**src/rtl/mem_port_arbiter.sv**
```systemverilog
// mem_port_arbiter
//   Lets the IF stage (fetch) and the MEM stage (load/store) share one
//   single-port memory. Only one transaction is in flight at a time. The data
//   port normally wins. A starvation counter forces a fetch grant once
//   STARVE_LIMIT data grants in a row have happened while a fetch was waiting.
//   Every output is registered.
//
//   Optional feature: define MEM_ARB_TIMEOUT_EN to abort a BUSY transaction
//   after TIMEOUT_CYCLES cycles without mem_ready. The abort pulses err
//   together with the owner's x_valid.
//
// Ports
//   clk, rst                      clock (rising edge), async active-high reset
//   i_req/i_addr                  fetch request
//   i_gnt/i_valid/i_rdata         fetch accept pulse, completion pulse, instruction
//   d_req/d_we/d_addr/d_wdata     data request (d_we=1 store)
//   d_gnt/d_valid/d_rdata         data accept pulse, completion pulse, load data
//   mem_req/mem_we/mem_addr/mem_wdata  memory request, held until mem_ready
//   mem_ready/mem_rdata           memory completion and read data
//   err                           timeout abort pulse (always 0 without the timeout)
module mem_port_arbiter #(
  parameter int unsigned XLEN           = 32,
  parameter int unsigned STARVE_LIMIT   = 4,
  parameter int unsigned TIMEOUT_CYCLES = 64
) (
  input  logic            clk,
  input  logic            rst,
  input  logic            i_req,
  input  logic [XLEN-1:0] i_addr,
  output logic            i_gnt,
  output logic            i_valid,
  output logic [XLEN-1:0] i_rdata,
  input  logic            d_req,
  input  logic            d_we,
  input  logic [XLEN-1:0] d_addr,
  input  logic [XLEN-1:0] d_wdata,
  output logic            d_gnt,
  output logic            d_valid,
  output logic [XLEN-1:0] d_rdata,
  output logic            mem_req,
  output logic            mem_we,
  output logic [XLEN-1:0] mem_addr,
  output logic [XLEN-1:0] mem_wdata,
  input  logic            mem_ready,
  input  logic [XLEN-1:0] mem_rdata,
  output logic            err
);

  typedef enum logic [1:0] {IDLE, BUSY_D, BUSY_I} state_t;

  localparam int unsigned SW = (STARVE_LIMIT > 0) ? $clog2(STARVE_LIMIT + 1) : 1;
  localparam logic [SW-1:0] SLIM = SW'(STARVE_LIMIT);

  state_t          state, state_n;
  logic [SW-1:0]   starve_cnt, starve_n;
  logic            mem_req_n, mem_we_n;
  logic [XLEN-1:0] mem_addr_n, mem_wdata_n;
  logic            i_gnt_n, d_gnt_n, i_valid_n, d_valid_n;
  logic [XLEN-1:0] i_rdata_n, d_rdata_n;
  logic            fetch_forced;
  logic            abort;
  logic            err_n;

`ifdef MEM_ARB_TIMEOUT_EN
  localparam int unsigned TW = $clog2(TIMEOUT_CYCLES + 1);
  logic [TW-1:0] tcnt, tcnt_n;
  logic          err_q;

  // Counter reads TIMEOUT_CYCLES-1 during the last BUSY cycle that is allowed.
  assign abort = (tcnt == TW'(TIMEOUT_CYCLES - 1));
  assign err   = err_q;
`else
  logic unused_timeout;

  assign unused_timeout = ^TIMEOUT_CYCLES;
  assign abort          = 1'b0;
  assign err            = 1'b0;
`endif

  // With STARVE_LIMIT==0 the counter stays at 0 and data priority is strict.
  assign fetch_forced = (STARVE_LIMIT != 0) && i_req && (starve_cnt == SLIM);

  always_comb begin
    state_n     = state;
    starve_n    = starve_cnt;
    mem_req_n   = mem_req;
    mem_we_n    = mem_we;
    mem_addr_n  = mem_addr;
    mem_wdata_n = mem_wdata;
    i_gnt_n     = 1'b0;
    d_gnt_n     = 1'b0;
    i_valid_n   = 1'b0;
    d_valid_n   = 1'b0;
    i_rdata_n   = i_rdata;
    d_rdata_n   = d_rdata;
    err_n       = 1'b0;
    case (state)
      IDLE: begin
        if (d_req && !fetch_forced) begin
          state_n     = BUSY_D;
          mem_req_n   = 1'b1;
          mem_we_n    = d_we;
          mem_addr_n  = d_addr;
          mem_wdata_n = d_wdata;
          d_gnt_n     = 1'b1;
          if (i_req && (starve_cnt != SLIM))
            starve_n = starve_cnt + SW'(1);
        end else if (i_req) begin
          state_n     = BUSY_I;
          mem_req_n   = 1'b1;
          mem_we_n    = 1'b0;
          mem_addr_n  = i_addr;
          mem_wdata_n = '0;
          i_gnt_n     = 1'b1;
          starve_n    = '0;
        end
      end
      BUSY_D, BUSY_I: begin
        // mem_ready takes precedence over an abort on the same edge.
        if (mem_ready || abort) begin
          state_n   = IDLE;
          mem_req_n = 1'b0;
          err_n     = !mem_ready;
          if (state == BUSY_D) begin
            d_valid_n = 1'b1;
            if (!mem_ready)   d_rdata_n = '0;
            else if (!mem_we) d_rdata_n = mem_rdata;
          end else begin
            i_valid_n = 1'b1;
            i_rdata_n = mem_ready ? mem_rdata : '0;
          end
        end
      end
      default: state_n = IDLE;
    endcase
  end

`ifdef MEM_ARB_TIMEOUT_EN
  always_comb begin
    tcnt_n = '0;
    if (state != IDLE) tcnt_n = tcnt + TW'(1);
  end

  always_ff @(posedge clk or posedge rst) begin
    if (rst) begin
      tcnt  <= '0;
      err_q <= 1'b0;
    end else begin
      tcnt  <= tcnt_n;
      err_q <= err_n;
    end
  end
`else
  logic unused_err;

  assign unused_err = err_n;
`endif

  always_ff @(posedge clk or posedge rst) begin
    if (rst) begin
      state      <= IDLE;
      starve_cnt <= '0;
      mem_req    <= 1'b0;
      mem_we     <= 1'b0;
      mem_addr   <= '0;
      mem_wdata  <= '0;
      i_gnt      <= 1'b0;
      d_gnt      <= 1'b0;
      i_valid    <= 1'b0;
      d_valid    <= 1'b0;
      i_rdata    <= '0;
      d_rdata    <= '0;
    end else begin
      state      <= state_n;
      starve_cnt <= starve_n;
      mem_req    <= mem_req_n;
      mem_we     <= mem_we_n;
      mem_addr   <= mem_addr_n;
      mem_wdata  <= mem_wdata_n;
      i_gnt      <= i_gnt_n;
      d_gnt      <= d_gnt_n;
      i_valid    <= i_valid_n;
      d_valid    <= d_valid_n;
      i_rdata    <= i_rdata_n;
      d_rdata    <= d_rdata_n;
    end
  end

endmodule

```
**config.mk**
```make
export PLATFORM = sky130hd
export DESIGN_NAME = mem_port_arbiter
export DESIGN_NICKNAME = d
export VERILOG_FILES = /design/src/rtl/mem_port_arbiter.sv
export SDC_FILE = /design/constraint.sdc
export NUM_CORES = 1
export LEC_CHECK = 0
export CORE_MARGIN = 2
export CORE_UTILIZATION = 25
export DETAILED_ROUTE_END_ITERATION = 7
export MAX_ROUTING_LAYER = met4
export PLACE_DENSITY_LB_ADDON = 0.05
export SYNTH_ARGS = -nofsm -noshare
export SYNTH_HDL_FRONTEND = slang
export SYNTH_SLANG_ARGS = --single-unit
```
**constraint.sdc**
```tcl
create_clock -name clk -period 5.25 [get_ports clk]
set_input_delay 1.05 -clock clk [delete_from_list [all_inputs] [get_ports clk]]
set_output_delay 1.05 -clock clk [all_outputs]
set_load 0.01 [all_outputs]
```
After elaboration in Yosys (flattened, before gate mapping):

Cells that the tools add are included.

* register bits after elaboration: 139

* add/subtract/negate cells: 1
* equal/unequal tests: 7
* muxes and demuxes: 28
* bitwise gates (word level): 2
* reduce and logical (&&, ||, !) cells: 14

Operator list (number)
* $mux W32: 4
* $mux W1: 16
* $mux W3: 3
* $reduce_and A3 Y1: 3
* $mux W2: 3
* $ne A3 B3 Y1 const B: 2
* $pmux W2 S2: 1
* $reduce_and A2 Y1: 2
* $reduce_and A4 Y1: 1
* $reduce_bool A2 Y1: 2
* $add A3 B1 Y3 const B: 1
* $eq A3 B3 Y1 const B: 1
* $logic_and A1 B1 Y1: 3
* $eq A2 B1 Y1 const B: 1
* $eq A2 B2 Y1 const B: 1
* $logic_not A2 Y1: 1
* $ne A2 B1 Y1 const B: 1
* $ne A2 B2 Y1 const B: 1
* $not A1 Y1: 2
* $pmux W1 S2: 1
* $reduce_or A2 Y1: 1
* $logic_not A1 Y1: 1

Logic depth before layout (Yosys ltp):

* depth after elaboration: 6
* depth in mapped cells: 8
* mapped depth without buffers: 5

Worst setup path after synthesis:

No wires, ideal clock.

* path kind: input -> register
* start point: input mem_ready
* end point: register i_rdata[0]
* setup time: 0.125 ns
* arrival time: 1.878 ns
* data required time: 5.125 ns
* path slack: 3.247 ns
* stages on the path: 5
* cells stage by stage: nand2_1 > or2_1 > buf_2 > buf_6 > mux2_4

* word-level cells in the longest chain between the ends: 1

RTL lines
* start: declaration: line 44 `input logic mem_ready,`
* $reduce_and A3 Y1 (no line)
* end signal: assignment: line 184 `i_rdata <= i_rdata_n;`
* end: declaration: line 32 `output logic [XLEN-1:0] i_rdata,`

No other way between the ends.
A chain may end at the register's enable or synchronous reset.

Worst setup path in the final report:

* start point: input i_req
* end point: register mem_wdata[20]

* word-level cells in the longest chain between the ends: 5

RTL lines
* start: declaration: line 28 `input logic i_req,`
* $logic_and A1 B1 Y1: line 81 `assign fetch_forced = (STARVE_LIMIT != 0) && i_req && (starve_cnt == SLIM);`
* $logic_not A1 Y1: line 99 `if (d_req && !fetch_forced) begin`
* $logic_and A1 B1 Y1: line 99
* $reduce_bool A2 Y1 (no line)
* $reduce_and A2 Y1 (no line)
* end signal: assignment: line 179 `mem_wdata <= mem_wdata_n;`
* end: declaration: line 43 `output logic [XLEN-1:0] mem_wdata,`

Several ways; a longest one is shown, not always the timed one.

==> flow_summary.json <==
{
  "synth_top_area_cell": "dfrtp_1",
  "m1WireLength_mm": 8.56,
  "max-cap-violations": 0,
  "clk_latency_ns": 0.42,
  "hp-class": "reg2reg",
  "multiInputGateArea_sq_um": 2170,
  "drt-pass1-iter-count": 6,
  "routed_wl_mm": 18.5,
  "reg2reg_depth": 5,
  "post-cts-setup-buffer-count": 0,
  "synth_top_area_frac": 0.589,
  "cts-root-buf": "clkbuf_16",
  "ant_nets": 0,
  "clkSinkCount": 139,
  "crit_slowest_cell": "nand2_1",
  "r2r_end": "mem_wdata[20]",
  "synthArstFlopShare": 1.00,
  "crit_type": "in2reg",
  "worstPathBufferInverterCount": 1,
  "fin_skew_ns": 0.00798,
  "hold_violations": 0,
  "initial_core_util": 0.253,
  "crit_fanout": 37,
  "top_layer": "met4",
  "utilization": 0.404,
  "max_freq_mhz": 282,
  "drt_iter0_drc": 175,
  "crit_path_end_kind": "register",
  "grt_overflow": 0,
  "synth_edf_count": 0,
  "cts_tree": "done",
  "dieArea_sq_um": 24800,
  "hold_start": "mem_wdata[3]",
  "syn_area_sq_um": 5900,
  "synthFlopType": "dfrtp_1",
  "cts_hold_buf": 0,
  "hold_end": "mem_wdata[3]",
  "worst_slack_ns": 1.70,
  "grt_setup_unrepaired": "no",
  "fin_crit_sh": 0.676,
  "fin_nets": 907,
  "critPathLaunchType": "input port",
  "seq_area_frac_synth": 0.589,
  "crit_chain": "clkdlybuf4s50_1 > nand3_2 > nand2_1 > o21ai_0",
  "die_w_um": 158,
  "rows": 56,
  "antenna_found_initial": 0,
  "pre_cts_ws_ns": 1.20,
  "met3_length_mm": 1.08,
  "ir_worst_vdd_uv": 194,
  "grtUsageTotal": 0.156,
  "yosysUniqueCellTypes": 27,
  "powerDensity_nw_per_um2": 610,
  "drive_gt1_frac": 0.140,
  "drcViolationCount": 0,
  "p_leak_nw": 3.97,
  "cts_max_path_buffers": 2,
  "relSlewSlack": 0.259,
  "grt_start_max_net_pins": 77,
  "fin_crit_ns": 3.55,
  "detail_route.vias_per_cell": 4.36,
  "grt_pass1_vias": 5146,
  "diodes": 0,
  "die_h_um": 158,
  "hold-path-cell-count": 2,
  "grt_pass1_wl_mm": 28.9,
  "dp_hpwl_mm": 12.9,
  "wl_per_cell_um": 16.8,
  "cts_made_buffers": 17,
  "cts_htree_levels": 4,
  "fill_cells": 2307,
  "drv_slew": 0,
  "synth.avg_cell_area_sq_um": 11.5,
  "setup_viol": 0,
  "dp.cells": 1068,
  "placement.io_buffers": 267,
  "synth_cells": 514,
  "worst_path_largest_cell_delay_ns": 1.11,
  "worst_pin_slew_ns": 1.11,
  "yosysMostFrequentCell": "dfrtp_1",
  "r2r_slack_ns": 2.47,
  "syn_nets": 653,
  "core-area_sq_um": 23300,
  "path_clk_slew_ns": 0.06,
  "final_cells": 1100,
  "status": "completed",
  "required_ns": 5.49,
  "areaGrowthSynthToFinish_pct": 59.7,
  "cp.arrival_ns": 3.79,
  "register_area_sq_um": 3480,
  "io-pin-count": 269,
  "synth_common_cells": "139 x dfrtp_1, 138 x nand2_1, 36 x o21ai_0, 35 x mux2_2, 33 x nand4_1",
  "gp_congestion": 0.793,
  "critical-path-top-delay-family": "simple AND/OR/NAND/NOR gates",
  "yosys-top-cells-area": "dfrtp_1 59%, nand2_1 8.8%, mux2_4 7.4%",
  "cts-resized-gates": 0,
  "r2r_start": "starve_cnt[0]",
  "yosysWarnings": 0,
  "holdWs_ns": 0.482,
  "ys_ff_latch": 139,
  "num_vias": 4793,
  "fin_tns_setup_ns": 0,
  "route.met2.wl_mm": 8.56
}
-- metrics by stage --
stage / total power [W] / area [sq um]
after floorplan: 0.00315 / 5900
after CTS: 0.00583 / 9420
after global placement: 0.00455 / 8830
after global routing: 0.00613 / 9420
final: 0.00575 / 9420
after detailed placement: 0.00458 / 8830
-- flip-flops by register name, indices dropped and copies added (netlist names) --
name / count
d_rdata: 32
i_rdata: 32
mem_addr: 32
mem_wdata: 32
starve_cnt: 3
state: 2
d_gnt: 1
d_valid: 1
i_gnt: 1
i_valid: 1
mem_req: 1
mem_we: 1
-- metal layers --
layer | track usage | vias to the layer above
met5 | - | -
met3 | 0.0364 | 17
met4 | 0.0506 | 0
li1 | - | 2281
met2 | 0.237 | 176
met1 | 0.206 | 2319
-- layout make-up --
type	count	share of cell area
multi-input combinational	326	0.231
sequential	139	0.369
tap	319	0.0424
timing repair buffer	276	0.291
inverter	8	0.00372
clock buffer	20	0.0485
clock inverter	12	0.0147
-- kinds of logic (layout without fill, tap and decap cells) --
family                     count (synthesis)  after routing  synth area share
AOI/OAI and AO/OA                         75             75            0.0812
adders and majority gates                  5              5            0.0106
buffers and inverters                     49            316            0.0443
DFF                                      139            139             0.589
muxes                                     64             64             0.141
other                                      1              1          0.000636
and+or+nand+nor                          181            181             0.133
-- power breakdown --
| group | leakage [nW] | internal (W) | total, W | switching [W] |
|---|---|---|---|---|
| sequential | 1.71 | 0.00160 | 0.00189 | 0.000293 |
| clock | 0.280 | 0.000730 | 0.00122 | 0.000485 |
| combinational | 1.99 | 0.00148 | 0.00264 | 0.00116 |
| total | 3.97 | 0.00381 | 0.00575 | 0.00194 |
-- how the worst max path moves through the flow --
stage / start / to / slack (ns) / cells after the start
floorplan: rst / d_gnt / 0.48 / 1
global placement: i_req / mem_wdata[11] / 1.34 / 4
detailed placement: i_req / mem_wdata[20] / 1.20 / 4
CTS: i_req / mem_wdata[20] / 1.68 / 4
global route: i_req / mem_wdata[29] / 1.44 / 4
finish: i_req / mem_wdata[20] / 1.70 / 4
-- worst register-to-register path, delay by kind of cell, from the launching register on --
family | cells | cell delay, ns
simple gates | 2 | 1.72
compound gates | 1 | 0.27
buf+inv | 1 | 0.07
fa+ha+maj | 1 | 0.16
flops | 1 | 0.40
-- cell usage in the layout, fill, tap and decap left out, types with 5 or more instances in the layout --
cell type,instances
inv_1,7
nand2_1,138
nand4_1,33
mux2_4,29
clkbuf_16,17
buf_4,9
dfrtp_1,139
mux2_2,35
o21ai_0,35
clkdlybuf4s50_1,267
o211ai_1,32
ha_1,5
No activity file was read; power rests on OpenSTA's default activity.
